--- config.mk ---
export PLATFORM = sky130hd
export DESIGN_NAME = uart_tx_fifo_drain
export DESIGN_NICKNAME = d
export VERILOG_FILES = /design/src/rtl/uart_tx_fifo_drain.sv
export SDC_FILE = /design/constraint.sdc
export NUM_CORES = 1
export LEC_CHECK = 0
export ABC_CLOCK_PERIOD_IN_PS = 4200
export CAP_MARGIN = 20
export CORE_MARGIN = 3
export CORE_UTILIZATION = 61
export CTS_CLUSTER_DIAMETER = 200
export CTS_CLUSTER_SIZE = 30
export DETAILED_ROUTE_END_ITERATION = 10
export GPL_ROUTABILITY_DRIVEN = 0
export PLACE_DENSITY = 0.86
export SETUP_SLACK_MARGIN = 0.02
export SYNTH_ARGS = -nofsm -noshare
export SYNTH_HDL_FRONTEND = slang
export SYNTH_SLANG_ARGS = --single-unit
--- constraint.sdc ---
create_clock -name clk -period 4.2 [get_ports clk]
set_input_delay 0.42 -clock clk [delete_from_list [all_inputs] [get_ports clk]]
set_output_delay 0.42 -clock clk [all_outputs]
set_load 0.1 [all_outputs]
--- src/rtl/uart_tx_fifo_drain.sv ---
// UART transmit drain: pops bytes from a show-ahead FIFO and sends them as
// 8N1-style frames (start, DBIT data bits LSB first, SB_TICK/16 stop bits),
// timed by an internal 16x oversampling baud divider.
//
// Ports:
//   clk          system clock
//   reset        asynchronous, active-high
//   fifo_empty   FIFO empty flag
//   fifo_data    FIFO head word, valid while fifo_empty=0
//   fifo_rd      pop strobe, decoded from IDLE and fifo_empty (same cycle)
//   tx           serial line, idle high, registered
//   tx_busy      high while a frame is on the line, registered
//   tx_done_tick one-cycle pulse in the last cycle of each stop bit
module uart_tx_fifo_drain #(
    parameter int unsigned DBIT    = 8,
    parameter int unsigned SB_TICK = 16,
    parameter int unsigned DVSR    = 326,
    parameter int unsigned DVSR_W  = 9
) (
    input  logic            clk,
    input  logic            reset,
    input  logic            fifo_empty,
    input  logic [DBIT-1:0] fifo_data,
    output logic            fifo_rd,
    output logic            tx,
    output logic            tx_busy,
    output logic            tx_done_tick
);

    localparam int unsigned S_MAX = (SB_TICK > 16) ? SB_TICK : 16;
    localparam int unsigned S_W   = $clog2(S_MAX);
    localparam int unsigned N_W   = (DBIT > 1) ? $clog2(DBIT) : 1;

    typedef enum logic [1:0] {
        IDLE,
        START,
        DATA,
        STOP
    } state_t;

    state_t            state;
    logic [DVSR_W-1:0] div;
    logic [S_W-1:0]    s;
    logic [N_W-1:0]    n;
    logic [DBIT-1:0]   b;
    logic              s_tick;

    assign s_tick = (div == DVSR_W'(DVSR - 1));

    // Pop is gated by reset so the FIFO never loses a byte while we are held.
    assign fifo_rd      = (state == IDLE) && !fifo_empty && !reset;
    assign tx_done_tick = (state == STOP) && s_tick && (s == S_W'(SB_TICK - 1));

    // Divider held at zero in IDLE so each frame's bit grid starts at its start bit.
    always_ff @(posedge clk or posedge reset) begin
        if (reset) begin
            div <= '0;
        end else if (state == IDLE || s_tick) begin
            div <= '0;
        end else begin
            div <= div + DVSR_W'(1);
        end
    end

    // Frame FSM; tx and tx_busy are loaded together with the state so the
    // line changes in the same cycle the state does.
    always_ff @(posedge clk or posedge reset) begin
        if (reset) begin
            state   <= IDLE;
            s       <= '0;
            n       <= '0;
            b       <= '0;
            tx      <= 1'b1;
            tx_busy <= 1'b0;
        end else begin
            case (state)
                IDLE: begin
                    if (!fifo_empty) begin
                        b       <= fifo_data;
                        s       <= '0;
                        tx      <= 1'b0;
                        tx_busy <= 1'b1;
                        state   <= START;
                    end
                end
                START: begin
                    if (s_tick) begin
                        if (s == S_W'(15)) begin
                            s     <= '0;
                            n     <= '0;
                            tx    <= b[0];
                            state <= DATA;
                        end else begin
                            s <= s + S_W'(1);
                        end
                    end
                end
                DATA: begin
                    if (s_tick) begin
                        if (s == S_W'(15)) begin
                            s <= '0;
                            b <= {1'b0, b[DBIT-1:1]};
                            if (n == N_W'(DBIT - 1)) begin
                                tx    <= 1'b1;
                                state <= STOP;
                            end else begin
                                n  <= n + N_W'(1);
                                tx <= b[1];
                            end
                        end else begin
                            s <= s + S_W'(1);
                        end
                    end
                end
                STOP: begin
                    if (s_tick) begin
                        if (s == S_W'(SB_TICK - 1)) begin
                            s       <= '0;
                            tx_busy <= 1'b0;
                            state   <= IDLE;
                        end else begin
                            s <= s + S_W'(1);
                        end
                    end
                end
                default: begin
                    tx      <= 1'b1;
                    tx_busy <= 1'b0;
                    state   <= IDLE;
                end
            endcase
        end
    end

endmodule
==> out/metrics.cfg <==
[setup_path]
slowest_stage = clkdlybuf4s50_1
required_ns = 3.78
cp-end-kind = output port
critPathArrivalTime_ns = 2.72
crit_chain = ha_1 -> and3_1 -> nand3_4 -> nor2_1 -> clkdlybuf4s50_1
slowest_delay_ns = 1.14
path_max_fanout = 10
critPathLaunchType = register
critPathKind = register to output port
r2r_setup_slack_ns = 1.91

[power]
p_sw_mw = 0.4050
power.leakage_nw = 0.8119
finalPower_mw = 1.098
clkPwrFrac = 0.165
seqPwrFrac = 0.375
switching_share = 0.3689
ir_drop_v = 0.0005332
pwr-share-comb = 0.460
power.density_nw_per_um2 = 594.2
p_int_mw = 0.6930

[clocking]
clockBufferDepth = 2
cts_sinks = 28
clkTransAtPathRegs_ns = 0.16
clk_latency_ns = 0.34
cts_tree = yes
ctsHoldBuffers = 0
cts_resized = 0
root_buffer = clkbuf_4
post-cts-setup-buffer-count = 0
numCtsBuffers = 3
htree_levels = 1

[layout]
diodes = 0
fin_nets = 193
final_util = 0.7392
syn_to_final_growth_pct = 13.97
drive_above_1_share = 0.1471

[job]
drv_cap = 0

[floorplan]
start_util = 0.6486
chipWidth_um = 57.56
die_y_um = 57.56
rows = 18
die_area_um2 = 3313
pin_count = 15
core_area_um2 = 2500

[sta]
period_share = 0.7467
tightest_slew_ns = 0.9709
grt_setup_unrepaired = false
finalMaxSlewViolations = 0
slew_headroom = 0.3507
clock_skew_ns = 0.005633
fmax_mhz = 318.9
finalHoldViolCount = 0
timing.final.crit_period_ns = 3.136
finalSetupViolCount = 0
tns_ns = 0

[routing]
first_pass_iters = 4
ant_nets = 0
wirelength_um = 3109
drt_iter0_markers = 61
drc = 0
vias = 1172
wire_per_inst_um = 15.55
vias_per_cell = 5.860

[yosys]
syn_nets = 179
seq_area_frac_synth = 0.4329
async_flop_share = 1.000
yosys_register_bits = 28
synth_edf_count = 0
synth_area_um2 = 1622
synth_cell_type_count = 33
ys.flop_type = dfrtp_1
postSynthCellCount = 157
synth.avg_cell_area_um2 = 10.33
synth.yosys.warnings = 0

[outcome]
status = complete, no violations

[global_routing]
grt_pass1_vias = 1174
grt_first_pass_wirelength_um = 5271
overflow = 0
antenna_found_initial = 0
grt_max_degree = 29
grtUsageTotal = 0.2074

[placement]
dp_hpwl_um = 2264
io_buffers = 14

[worst_hold_path]
hp-class = input port to async pin

-- sequential cells by signal, indices dropped and copies added, names as in the netlist --
| name | flops |
|---|---|
| b | 8 |
| div | 9 |
| n | 3 |
| s | 4 |
| state | 2 |
| tx | 1 |
| tx_busy | 1 |
-- power by group through the flow --
stage | Sequential, mW | Clock (mW) | Combinational [mW]
2_1_floorplan | 0.411 | 0 | 0.411
3_3_place_gp | 0.408 | 0 | 0.476
3_5_place_dp | 0.415 | 0 | 0.495
4_1_cts | 0.410 | 0.184 | 0.504
5_1_grt | 0.420 | 0.191 | 0.560
6_report | 0.412 | 0.181 | 0.505
-- cells in the final DEF (no fill, tap or decap) --
| master | n |
|---|---|
| and4bb_4 | 2 |
| ha_1 | 11 |
| and3_1 | 1 |
| nand3_4 | 1 |
| dfstp_2 | 1 |
| nor2_1 | 16 |
| o31ai_1 | 2 |
| o21ai_0 | 15 |
| clkdlybuf4s50_1 | 14 |
| a41oi_1 | 1 |
| a22o_1 | 1 |
| buf_16 | 1 |
| and2_1 | 1 |
| dfrtp_1 | 27 |
| nand3_1 | 9 |
| a21o_1 | 1 |
| nor3b_1 | 1 |
| or3_1 | 1 |
| xnor2_1 | 5 |
| bufinv_16 | 1 |
| o311ai_0 | 3 |
| mux2_4 | 7 |
| a2bb2oi_1 | 1 |
| a211o_1 | 1 |
| mux2_2 | 9 |
| nand2_1 | 13 |
| a21boi_0 | 1 |
| a21oi_1 | 2 |
| nor3_1 | 3 |
| xor2_1 | 2 |
| a31oi_1 | 2 |
| clkbuf_4 | 3 |
| nand2b_1 | 3 |
| inv_1 | 8 |
-- path summary, 6_finish.rpt --
check                              start      endpoint  cells past startpoint
min in group clk                    s[3]          s[3]                      1
worst max-delay path                s[0]  tx_done_tick                      5
max in group asynchronous          reset            tx                      3
worst min register to register      s[3]          s[3]                      1
worst max register to register  state[0]          b[5]                      5
worst min-delay path               reset          n[1]                      2
-- critical path: cells and delay by family, from the launching register on --
kind	cells	cell delay (ns)
AND/OR/NAND/NOR	3	0.56
flip-flops	1	0.44
buffers and inverters	1	1.14
adder cells (fa/ha/maj)	1	0.23
-- synth_stat cells (2+ instances only) --
cell type | number | area (um2)
and4bb_4 | 2 | 32.53
mux2_2 | 9 | 101.4
mux2_4 | 7 | 105.1
xor2_1 | 2 | 17.52
nand2b_1 | 3 | 18.77
nor3_1 | 3 | 15.01
o31ai_1 | 2 | 15.01
inv_1 | 8 | 30.03
o311ai_0 | 3 | 26.28
ha_1 | 11 | 137.6
a21oi_1 | 2 | 10.01
o21ai_0 | 15 | 75.07
clkbuf_1 | 4 | 15.01
nand2_1 | 13 | 48.80
a31oi_1 | 2 | 12.51
nand3_1 | 9 | 45.04
dfrtp_1 | 27 | 675.7
nor2_1 | 16 | 60.06
xnor2_1 | 5 | 43.79
-- layout make-up --
type / count / area [um2]
multi-input cells: 115 / 858.3
flip-flops and latches: 28 / 701.9
fillers: 175 / 651.9
repair buffers: 15 / 167.7
well taps: 30 / 37.54
clock inverters: 1 / 30.03
inverters: 8 / 30.03
clock buffers: 3 / 22.52
-- logic make-up (layout without fill, tap and decap cells) --
family | after synthesis | in the layout | synth area share
AOI/OAI and AO/OA | 30 | 30 | 0.1165
muxes | 16 | 16 | 0.1273
adders and majority gates | 11 | 11 | 0.08488
buffers and inverters | 14 | 27 | 0.03780
DFF | 28 | 28 | 0.4329
xor gates and xnor gates | 7 | 7 | 0.03781
and+or+nand+nor | 51 | 51 | 0.1628
-- metal layers --
layer,global-route usage,vias to the layer above,share of wire
met5,0,-,0
met4,0.1126,0,0.022
met3,0.02715,7,0.037
met2,0.3258,32,0.48
met1,0.2768,560,0.46
li1,-,573,-
-- per-stage QoR --
step / cell area [um2] / hold WS [ns] / cells / worst slack, ns
after floorplan: 1622 / 0.4365 / 157 / 0.8096
after global placement: 1768 / 0.4708 / 195 / 1.500
after detailed placement: 1768 / 0.4698 / 195 / 1.463
after global routing: 1848 / 0.4350 / 200 / 0.9500
after CTS: 1821 / 0.4896 / 199 / 1.056
final: 1848 / 0.4055 / 200 / 1.064
(Power assumes the default switching activity.)
==> patch 1 (config.mk and constraints unchanged) <==
Set the parameter `SB_TICK` to 32 (it was 16). Comments in the files are not updated.
--- a/src/rtl/uart_tx_fifo_drain.sv
+++ b/src/rtl/uart_tx_fifo_drain.sv
@@ -14,5 +14,5 @@
 module uart_tx_fifo_drain #(
     parameter int unsigned DBIT    = 8,
-    parameter int unsigned SB_TICK = 16,
+    parameter int unsigned SB_TICK = 32,
     parameter int unsigned DVSR    = 326,
     parameter int unsigned DVSR_W  = 9
Check against the original RTL: same outputs for any inputs over 10 cycles, from zero or initial values and one cycle with reset high; that may be too few to reach the edited logic, so the function may still have changed.
==> patch 1 against the original RTL <==
Sequential cell count is 1 higher. First-iteration DRC count decreased by 1.6%. Worst setup slack got worse by 0.087 ns. Cell area up 1.8%. Die area up 2.3%. Count of clock-buffer cells in the layout increased by 4. Wire length fell by 2.9%. Register-to-register slack improved by 0.24 ns. Synthesized area increased by 2.6%. Clock skew increased by 0.0027 ns. Largest cell class unchanged.
Power is not compared: it rests on default switching activity, and its combinational part moved more than twofold at a synthesized area within 25%.
==> patch 1: results (changes against the original RTL) <==
stage	metric	value	unit	change
logic_synthesis	synthesized instance count	169		+7.6%
layout	fin nets	209		+8.3%
status	status	completed		
pwr	Clock Power	171	µW	
route	WL final	3.02	mm	-2.9%
sta	skew final	0.00838	ns	+0.00275 ns
layout	Largest regs	div (9), b (8), s (5)		
place	Place WS	1.31	ns	-0.153 ns
logic_synthesis	synth cell count leaders	dfrtp_1 (28), inv_1 (16), nor2_1 (14), ha_1 (12), nand2_1 (10)		
clock_network	clock buffer depth	2		unchanged
global_route	pin count of the biggest net entering global routing	31		+6.9%
place	HPWL after detailed placement	2.25	mm	-0.64%
clock_network	CTS buffer count	5		+2
global_route	number of global-route vias before repair	1270		+8.2%
logic_synthesis	Post-synth EDFFs	0		unchanged
global_route	met1 Use GR	0.253		-0.0239
setup_path	data arrival time of the worst path	2.80	ns	+0.08 ns
route	drt pass-1 iters	5		+1
layout	number of fill cells	185		+5.7%
route	met3 wire length	120	µm	+3.4%
route	vias	1239		+5.7%
clock_network	H-tree Lvls	2		+1
logic_synthesis	Synth warnings	0		unchanged
logic_synthesis	number of distinct library cells after synthesis	40		+21%
route	met2 wire len	1.46	mm	-2.3%
route	Metal-1 WL	1.36	mm	-4.9%
pwr	sw frac	0.212		
layout	layout cells sized above 1	0.0914		-0.0557
route	vias per inst	5.74		-2.1%
sta	Slew Limit Headroom	0.354		+0.00304
global_route	met2 Usage GRT	0.355		+0.0290
global_route	Tot GR Track Use	0.215		+0.00812
pwr	Worst VDD drop	0.230	mV	
route	1st-iter DRT viols	60		-1.6%
logic_synthesis	synth top area cells	dfrtp_1 (42%), ha_1 (9.0%), inv_1 (3.6%), nor2_1 (3.2%), a31oi_1 (3.0%)		
setup_path	Crit Path Max Fanout	6		-4
clock_network	Reg clk slew, reported paths	0.09	ns	-0.07 ns
logic_synthesis	Seq/Total Area, Yosys	0.437		+0.00397
setup_path	CP max stage cell	clkdlybuf4s50_1		
global_route	first-pass GRT wire length	5.45	mm	+3.4%
place	placed cell area	1830	µm²	+3.3%
logic_synthesis	Mapped Nets	192		+7.3%
setup_path	critical path's largest stage delay	1.12	ns	-0.02 ns
global_route	met3 global-route usage	0.0535		+0.0263
layout	post-route cell area	1880	µm²	+1.8%
==> patch 1: cell count changes after synthesis, sizes merged, moves of 6 or more <==
cell,unedited run,this run
o22ai,0,8
o21ai,15,6
a31oi,2,8
inv,8,16
mux2,16,3
==> patch 1: cells by family after synthesis <==
logic type | synth area share
xor+xnor | 0.0368
flops | 0.437
compound gates | 0.168
mux | 0.0383
buf+inv | 0.0481
simple gates | 0.182
fa+ha+maj | 0.0902
==> patch 1: path summary, 6_finish.rpt <==
path	start	to	slack, ns	cells past startpoint
setup / recovery	div[1]	tx_done_tick	0.98	6
hold / removal	reset	div[6]	0.46	3
setup reg to reg	state[0]	b[0]	2.15	6
hold reg to reg	s[0]	s[0]	0.52	1
max in group asynchronous	reset	tx	3.43	3
min in group clk	s[0]	s[0]	0.52	1
==> patch 1: layout make-up <==
cell class              instances  share of cell area
well taps                      30              0.0199
inverters                      16              0.0319
multi-input cells             119               0.455
flip-flops and latches         29               0.386
clock buffers                   7              0.0293
repair buffers                 15              0.0771
==> patch 2 (same flow settings) <==
Without the edit above. Encoding of `state_t`: now one-hot (4 bits for 4 states).
--- a/src/rtl/uart_tx_fifo_drain.sv
+++ b/src/rtl/uart_tx_fifo_drain.sv
@@ -32,9 +32,9 @@
     localparam int unsigned N_W   = (DBIT > 1) ? $clog2(DBIT) : 1;
 
-    typedef enum logic [1:0] {
-        IDLE,
-        START,
-        DATA,
-        STOP
+    typedef enum logic [3:0] {
+        IDLE  = 4'b0001,
+        START = 4'b0010,
+        DATA  = 4'b0100,
+        STOP  = 4'b1000
     } state_t;
 
Behaviour: same outputs for any inputs over 10 cycles, from zero or initial values and one cycle with reset high; not proved beyond that.
==> patch 2 against the original RTL <==
Cell area grew 5.8%. Wire length increased by 10%. Synthesized area is 5.5% higher. First-iteration DRC count is 13% lower. Worst setup slack worse by 0.46 ns. Sequential cell count up 2. Critical path depth is 1 lower. Critical endpoint is now fifo_rd.
Power is not compared: it rests on default switching activity, and its combinational part moved more than twofold at a synthesized area within 25%.
==> patch 2: results (changes against the original RTL) <==
stage	metric	value	unit	change
status	status	completed		
clock_network	CTS buffer count	5		+2
place	placed cell area	1880	µm²	+6.2%
route	1st-iter DRT viols	53		-13%
clock_network	clk_lat worst skew	0.33	ns	
setup_path	data arrival time of the worst path	3.18	ns	+0.46 ns
sta	Final TNS setup	0	ns	unchanged
logic_synthesis	synth cell count leaders	dfrtp_1 (28), nand2_1 (27), nor2_1 (14), mux2_2 (9), a21oi_1 (8)		
sta	skew final	0.0126	ns	+0.00698 ns
global_route	antenna violations before repair	0		unchanged
setup_path	Worst R2R Start	state[3]		
layout	layout cells sized above 1	0.147		-0.000462
place	# port buffers	14		unchanged
route	drt pass-1 iters	4		unchanged
setup_path	reg2reg end	b[2]		
global_route	Tot GR Track Use	0.220		+0.0123
setup_path	CP endpoint	fifo_rd		
clock_network	Root Buffer	clkbuf_4		
global_route	pin count of the biggest net entering global routing	19		-34%
logic_synthesis	Synth warnings	0		unchanged
clock_network	setup bufs post-CTS	0		unchanged
hold_path	Hold Path Class	in2async		
clock_network	Reg clk slew, reported paths	0.10	ns	-0.06 ns
global_route	number of global-route vias before repair	1287		+9.6%
logic_synthesis	fraction of registers with async set/reset	1.00		unchanged
place	HPWL after detailed placement	2.44	mm	+7.8%
setup_path	Crit Path Max Fanout	12		+2
pwr	Leakage Power	0.000843	µW	
logic_synthesis	cell accounting for the most synthesized area	dfrtp_1		
sta	setup violators final	0		unchanged
setup_path	Reg2Reg Setup Slack	1.96	ns	+0.05 ns
logic_synthesis	number of distinct library cells after synthesis	50		+52%
setup_path	Setup crit start	state[0]		
layout	Largest regs	div (9), b (8)		
layout	fin nets	206		+6.7%
clock_network	clock buffer depth	2		unchanged
route	vias per inst	6.09		+3.9%
pwr	Worst VDD drop	0.258	mV	
logic_synthesis	Seq/Total Area, Yosys	0.440		+0.00751
global_route	first-pass GRT wire length	5.69	mm	+7.9%
sta	Tightest Pin Transition	0.970	ns	-0.000569 ns
route	WL final	3.42	mm	+10%
clock_network	CTS resizes	0		unchanged
layout	n_diodes	0		unchanged
setup_path	worst reg-to-reg path cell count	3		-2
logic_synthesis	Mapped Nets	191		+6.7%
clock_network	H-tree Lvls	2		+1
logic_synthesis	synth top area cells	dfrtp_1 (41%), mux2_2 (5.9%), nand2_1 (5.9%), ha_1 (3.7%), xor2_1 (3.6%)		
==> patch 2: worst max-delay path: stages, from the launching register on <==
cell and delay [ns]:
dfstp_2 0.65, nor4b_1 0.67, nand2b_1 0.23, nor2_1 0.14, clkdlybuf4s50_1 1.15
==> patch 2: how the worst min path moves through the flow <==
stage	slack, ns	end	cells after the start	startpoint
2_1_floorplan	0.48	s[0]	1	s[0]
3_3_place_gp	0.49	b[5]	1	b[5]
3_5_place_dp	0.49	b[5]	1	b[5]
4_1_cts	0.50	state[3]	2	reset
5_1_grt	0.51	s[2]	2	reset
6_report	0.48	state[3]	2	reset
==> patch 2: where the power goes <==
| group | switching (µW) | internal (µW) |
|---|---|---|
| registers | 2.42 | 293 |
| logic | 15.6 | 16.4 |
| clock network | 99.9 | 114 |
==> patch 2: final cells by class <==
cell class / count / area (µm²)
clock buffer: 8 / 78.8
fill: 182 / 612
inverter: 5 / 18.8
multi-input combinational: 133 / 902
sequential: 30 / 753
tap: 30 / 37.5
timing repair buffer: 15 / 165
==> patch 2: kinds of logic (layout without fill, tap and decap cells) <==
family,Yosys count,in the layout,share of synthesized area
XOR/XNOR,8,8,0.0410
AO/OA/AOI/OAI,34,34,0.139
buffers and inverters,12,28,0.0322
flip-flops,30,30,0.440
adder cells (fa/ha/maj),5,5,0.0366
multiplexers,11,11,0.0710
AND/OR/NAND/NOR,75,75,0.240
==> patch 2: through the flow <==
| stage | worst slack (ns) | utilization | hold slack, ns | instances |
|---|---|---|---|---|
| after floorplan | 1.13 | - | 0.478 | 175 |
| after global placement | 1.25 | 0.720 | 0.487 | 212 |
| after detailed placement | 1.03 | 0.731 | 0.493 | 213 |
| after CTS | 0.657 | 0.762 | 0.501 | 221 |
| after global routing | 0.473 | 0.762 | 0.511 | 221 |
| final | 0.603 | 0.762 | 0.480 | 221 |
==> patch 2: routing by layer <==
layer | track usage | part of all wire | vias up
met5 | 0 | 0 | -
met4 | 0.0841 | 0.020 | 0
met3 | 0.0658 | 0.042 | 9
met2 | 0.358 | 0.48 | 37
met1 | 0.274 | 0.46 | 636
li1 | - | - | 664
